### src/rtl/universal_shift_register_pkg.sv
// Purpose: shared mode encoding for the universal shift register.
// Latency: n/a (types and constants only).
// Backpressure: n/a (no flow control in this block family).
package universal_shift_register_pkg;

    // Operation select carried on the mode port.
    typedef logic [1:0] mode_t;

    localparam mode_t MODE_HOLD = 2'b00;
    localparam mode_t MODE_SHR  = 2'b01;
    localparam mode_t MODE_SHL  = 2'b10;
    localparam mode_t MODE_LOAD = 2'b11;

endpackage : universal_shift_register_pkg

### src/rtl/universal_shift_register_bit_mux.sv
// Purpose: per-bit 4:1 next-state select (hold / from-left / from-right / load).
// Latency: purely combinational, zero cycles.
// Backpressure: none; output follows the inputs.
module usr_bit_mux
    import universal_shift_register_pkg::*;
(
    input  mode_t i_mode,
    input  logic  i_hold,
    input  logic  i_from_left,
    input  logic  i_from_right,
    input  logic  i_load,
    output logic  o_next
);

    // Pick this bit's next value; an illegal mode falls back to hold.
    always_comb begin
        o_next = i_hold;
        case (i_mode)
            MODE_HOLD: o_next = i_hold;
            MODE_SHR:  o_next = i_from_left;
            MODE_SHL:  o_next = i_from_right;
            MODE_LOAD: o_next = i_load;
            default:   o_next = i_hold;
        endcase
    end

endmodule : usr_bit_mux

### src/rtl/universal_shift_register.sv
// Purpose: WIDTH-bit register with hold, shift right, shift left and parallel load.
// Latency: one clock from mode/d sampling to q; q is purely registered.
// Backpressure: none; an operation is performed on every rising edge.
module universal_shift_register
    import universal_shift_register_pkg::*;
#(
    parameter int WIDTH = 4
) (
    input  logic             clk,
    input  logic             reset,
    input  mode_t            mode,
    input  logic [WIDTH-1:0] d,
    output logic [WIDTH-1:0] q
);

    logic [WIDTH-1:0] r_q;
    logic [WIDTH-1:0] w_from_left;
    logic [WIDTH-1:0] w_from_right;
    logic [WIDTH-1:0] w_next;

    // Neighbour wiring: "left" is the next-higher bit (feeds a right shift),
    // "right" is the next-lower bit (feeds a left shift). Edges shift in zero.
    genvar gi;
    generate
        for (gi = 0; gi < WIDTH; gi++) begin : g_bit
            if (gi == WIDTH - 1) begin : g_msb
                assign w_from_left[gi] = 1'b0;
            end else begin : g_not_msb
                assign w_from_left[gi] = r_q[gi+1];
            end

            if (gi == 0) begin : g_lsb
                assign w_from_right[gi] = 1'b0;
            end else begin : g_not_lsb
                assign w_from_right[gi] = r_q[gi-1];
            end

            usr_bit_mux u_bit_mux (
                .i_mode      (mode),
                .i_hold      (r_q[gi]),
                .i_from_left (w_from_left[gi]),
                .i_from_right(w_from_right[gi]),
                .i_load      (d[gi]),
                .o_next      (w_next[gi])
            );
        end
    endgenerate

    // State register; reset wins over every mode.
    always_ff @(posedge clk) begin
        if (reset) begin
            r_q <= '0;
        end else begin
            r_q <= w_next;
        end
    end

    assign q = r_q;

endmodule : universal_shift_register

### config.mk
export PLATFORM = sky130hd
export DESIGN_NAME = universal_shift_register
export DESIGN_NICKNAME = d
export VERILOG_FILES = /design/src/rtl/universal_shift_register_pkg.sv /design/src/rtl/universal_shift_register_bit_mux.sv /design/src/rtl/universal_shift_register.sv
export SDC_FILE = /design/constraint.sdc
export NUM_CORES = 1
export LEC_CHECK = 0
export ABC_AREA = 0
export CAP_MARGIN = 10
export CORE_AREA = 5 5 42 44
export CTS_CLUSTER_DIAMETER = 120
export DETAILED_ROUTE_END_ITERATION = 10
export DIE_AREA = 0 0 47 49
export DONT_BUFFER_PORTS = 1
export PLACE_DENSITY = 0.41
export SETUP_SLACK_MARGIN = 0.1
export SLEW_MARGIN = 20
export SYNTH_ARGS = -nofsm -noshare
export SYNTH_HDL_FRONTEND = slang
export SYNTH_SLANG_ARGS = --single-unit
### constraint.sdc
create_clock -name clk -period 1.1 [get_ports clk]
set_input_delay 0.165 -clock clk [delete_from_list [all_inputs] [get_ports clk]]
set_output_delay 0.165 -clock clk [all_outputs]
set_load 0.005 [all_outputs]
[After elaboration in Yosys (flattened, before gate mapping)]
Index checks and enable logic that the tools add are counted.
Operators by class
  equal/unequal tests: 3
  multiplexer cells: 4
  reduce and logical (&&, ||, !) cells: 1
Operators with widths (number)
  $pmux W1 S3: 4
  $eq A2 B2 Y1 const B: 2
  $eq A2 B1 Y1 const B: 1
  $logic_not A2 Y1: 1
Word-level totals
  input bits: 8
  output and inout port bits: 4
  bits in registers: 4
  word-level logic and storage cells: 9

[Depth between registers and ports, before layout]
  depth in word-level cells: 2
  depth in mapped cells: 3
  depth with buffers taken out: 2

[Cells and area by module]
A second synthesis with hierarchy kept.
Second synthesis, totals
  cells, all modules: 13
  area total of the unflattened synthesis: 198.9 µm²
By module, submodules not included
  universal_shift_register: instances 1, cells an instance 9, sequential area each 80.1 µm², area an instance 108.9 µm²
  usr_bit_mux: instances 4, cells an instance 1, sequential area each 0.0 µm², area an instance 22.5 µm²

[Worst setup path before layout]
OpenSTA, ideal clock, no wires.
  path type: reg-to-reg
  start: register r_q[1] (netlist: q[1])
  end: register r_q[2] (netlist: q[2])
  arrival: 0.870 ns
  stages on the path, launching flop included: 3
  required time: 0.988 ns
  period minus slack after synthesis: 0.981 ns
  path buffers: 0
  setup time: 0.112 ns
  slack: 0.119 ns
  path through: dfxtp_1 -> mux4_2 -> nor2b_4
On the way
  word-level cells in the longest chain between the ends: 1
RTL lines
  from (decl): RTL line universal_shift_register.sv:16  | logic [WIDTH-1:0] r_q;
  from (signal assigned): RTL line universal_shift_register.sv:54  | r_q <= w_next;
  $pmux W1 S3: RTL line universal_shift_register_bit_mux.sv:18  | case (i_mode)
Every way passes these cells.
A chain may end at the register's enable or synchronous reset.

[Worst setup path after layout]
  start: register r_q[3] (netlist: q[3])
  end: register r_q[2] (netlist: q[2])
Same word-level chain as after synthesis.

==> results.py <==
metrics = {
    "sta": {
        "drv_slew": 0,
        "rsz0062_at_grt": "yes",
        "final-hold-violation-count": 2,
        "fmax_mhz": 989,
        "maxSlewHeadroom_pct": 88.9,
        "finalSetupViolCount": 0,
        "post-route-period-util_pct": 91.9,
        "fin_skew_ns": 0.00447,
        "tns_ns": 0,
        "holdWs_ns": -0.0153,
        "min_period_ns": 1.01,
        "worstMarginPinSlew_ns": 0.165,
    },
    "setup_path": {
        "worstSetupPathType": "reg2reg",
        "critPathBufInv": 0,
        "r2r-end": "q[2]",
        "end_kind": "register",
        "path_cells": "mux4_2, nor2b_4",
        "r2r.worst_path.cells": 2,
        "required_ns": 1.22,
        "cp_top_family": "multiplexers",
        "r2r_start": "q[3]",
        "crit_start": "q[3]",
        "worst_path_largest_cell_delay_ns": 0.44,
        "cp_max_fo": 3,
        "slowest_stage": "mux4_2",
        "arrival_ns": 1.14,
        "r2r_slack_ns": 0.09,
        "start_kind": "register",
    },
    "cts": {
        "cts_made_buffers": 3,
        "clkTransAtPathRegs_ns": 0.04,
        "post-cts-setup-buffers": 0,
        "cts.sink_count": 4,
        "tritoncts": "yes",
        "htreeDepth": 1,
        "clockBufferDepth": 2,
        "ctsRootBufferMaster": "clkbuf_4",
        "clk-insertion-delay-late_ns": 0.23,
    },
    "synth": {
        "yosys_register_bits": 4,
        "syn_avg_cell_area_um2": 12.2,
        "ys_seq_area_share_pct": 32.8,
        "postSynthCellCount": 20,
        "netlist-cell-type-count": 12,
        "ys_warn_count": 0,
        "syn_nets": 28,
        "syn_area_um2": 244,
    },
    "grt": {
        "antenna_found_initial": 0,
        "grt_usage_pct": 5.51,
        "grt_pass1_vias": 175,
        "grt-ovfl-total": 0,
        "grt_max_degree": 7,
        "grt_first_pass_wirelength_um": 814,
    },
    "die": {
        "dieArea_um2": 2300,
        "die_w_um": 47,
        "num_rows": 14,
        "pin_count": 12,
        "die_h_um": 49,
        "start_util_pct": 17.4,
        "core_um2": 1400,
    },
    "placed_design": {
        "gp_congestion": 0.697,
        "dp_hpwl_um": 423,
        "port_buffers": 0,
        "dp.cells": 33,
    },
    "power": {
        "pwr_density_cell_nw_per_um2": 1430,
        "leakagePower_nw": 0.0975,
        "ir_worst_vdd_uv": 489,
    },
    "detailed_routing": {
        "viasPerCell": 4.25,
        "wl_per_cell_um": 14.3,
        "drtIter0Drc": 6,
        "drt-total-wl_um": 516,
        "drt_pre_antenna_iters": 2,
        "drc": 0,
        "routed-via-count": 153,
        "ant_nets": 0,
    },
    "final_layout": {
        "register_area_um2": 85.1,
        "final_cell_count_no_fill": 36,
        "fillers": 157,
        "area_delta_synth_final_pct": 8.72,
        "antenna_cells": 0,
        "fin_nets": 30,
        "layout-drive-gt1-share_pct": 60.0,
        "multiInputGateArea_um2": 123,
        "largest_reg_flops": 4,
    },
    "worst_hold_path": {
        "hold_class": "in2reg",
        "worstHoldEndpoint": "q[2]",
        "min_path_cells": 1,
        "min_from": "reset",
    },
    "job": {
        "maxCapViolCount": 0,
    },
    "run_status": {
        "outcome": "finished with violations",
        "violations": "hold timing",
    },
}
## Yosys cell counts (all sizes together)
master	instances	area (um^2)
buf	5	41.3
o31ai	1	7.51
o21ai	1	5.00
nand2b	1	6.26
mux2i	2	20.0
mux4	2	45.0
nand4b	1	8.76
or4b	1	10.0
dfxtp	4	80.1
nor2b	2	20.0
## logic make-up after synthesis
group	share of synthesized area, %
compound gates	5.13
mux	26.7
flops	32.8
buf+inv	16.9
simple gates	18.5
## worst register-to-register path: stages (launching register included)
cell and delay [ns]:
dfxtp_2 0.33, mux4_2 0.44, nor2b_4 0.13
## routing by layer
layer,track usage [%],share of wire [%]
met5,0,0
met4,4.15,0
met3,5.17,18
met2,5.88,37
met1,6.43,45
## layout make-up
| cell class | count | area share [%] |
|---|---|---|
| well taps | 16 | 7.55 |
| multi-input cells | 11 | 46.2 |
| clock buffers | 3 | 8.49 |
| repair buffers | 2 | 5.66 |
| flip-flops and latches | 4 | 32.1 |
## metrics by stage
| stage | cell area, um^2 | hold WS, ns | power (mW) | worst slack (ns) | utilization, % |
|---|---|---|---|---|---|
| CTS | 265 | -0.0256 | 0.388 | 0.0899 | 18.9 |
| detailed placement | 238 | 0.231 | 0.195 | 0.0800 | 17.0 |
| global route | 265 | -0.0282 | 0.400 | 0.0607 | 18.9 |
| global placement | 238 | 0.231 | 0.194 | 0.0963 | 17.0 |
| floorplan | 244 | 0.229 | 0.201 | 0.119 | - |
| finish | 265 | -0.0153 | 0.379 | 0.0888 | 18.9 |
## layout by cell type, fill, tap and decap left out
cell	synthesis	routed
nand4b_1	1	1
o21ai_0	1	1
nor2b_1	1	1
dfxtp_2	0	4
or4b_1	1	1
mux4_2	2	2
clkbuf_4	0	3
nand2b_1	1	1
buf_4	4	2
mux2i_1	2	2
nor2b_4	1	1
o31ai_1	1	1
## where the power goes
| group | switching [mW] | internal (mW) |
|---|---|---|
| Clock | 0.0622 | 0.122 |
| Combinational | 0.00659 | 0.0258 |
| Sequential | 0.00721 | 0.155 |
## what timing repair did
item | 4_1_cts | 5_1_grt
gates resized for setup | 4 | 0
hold endpoints to repair | 2 | 2
endpoints found under the setup margin | 2 | 2
## how the worst max path moves through the flow
stage	depth (start not counted)	end
floorplan	2	q[2]
CTS	2	q[2]
global route	2	q[2]
detailed placement	2	q[1]
finish	2	q[2]
global placement	2	q[1]
Note: power is estimated with default switching activity, not from simulation.
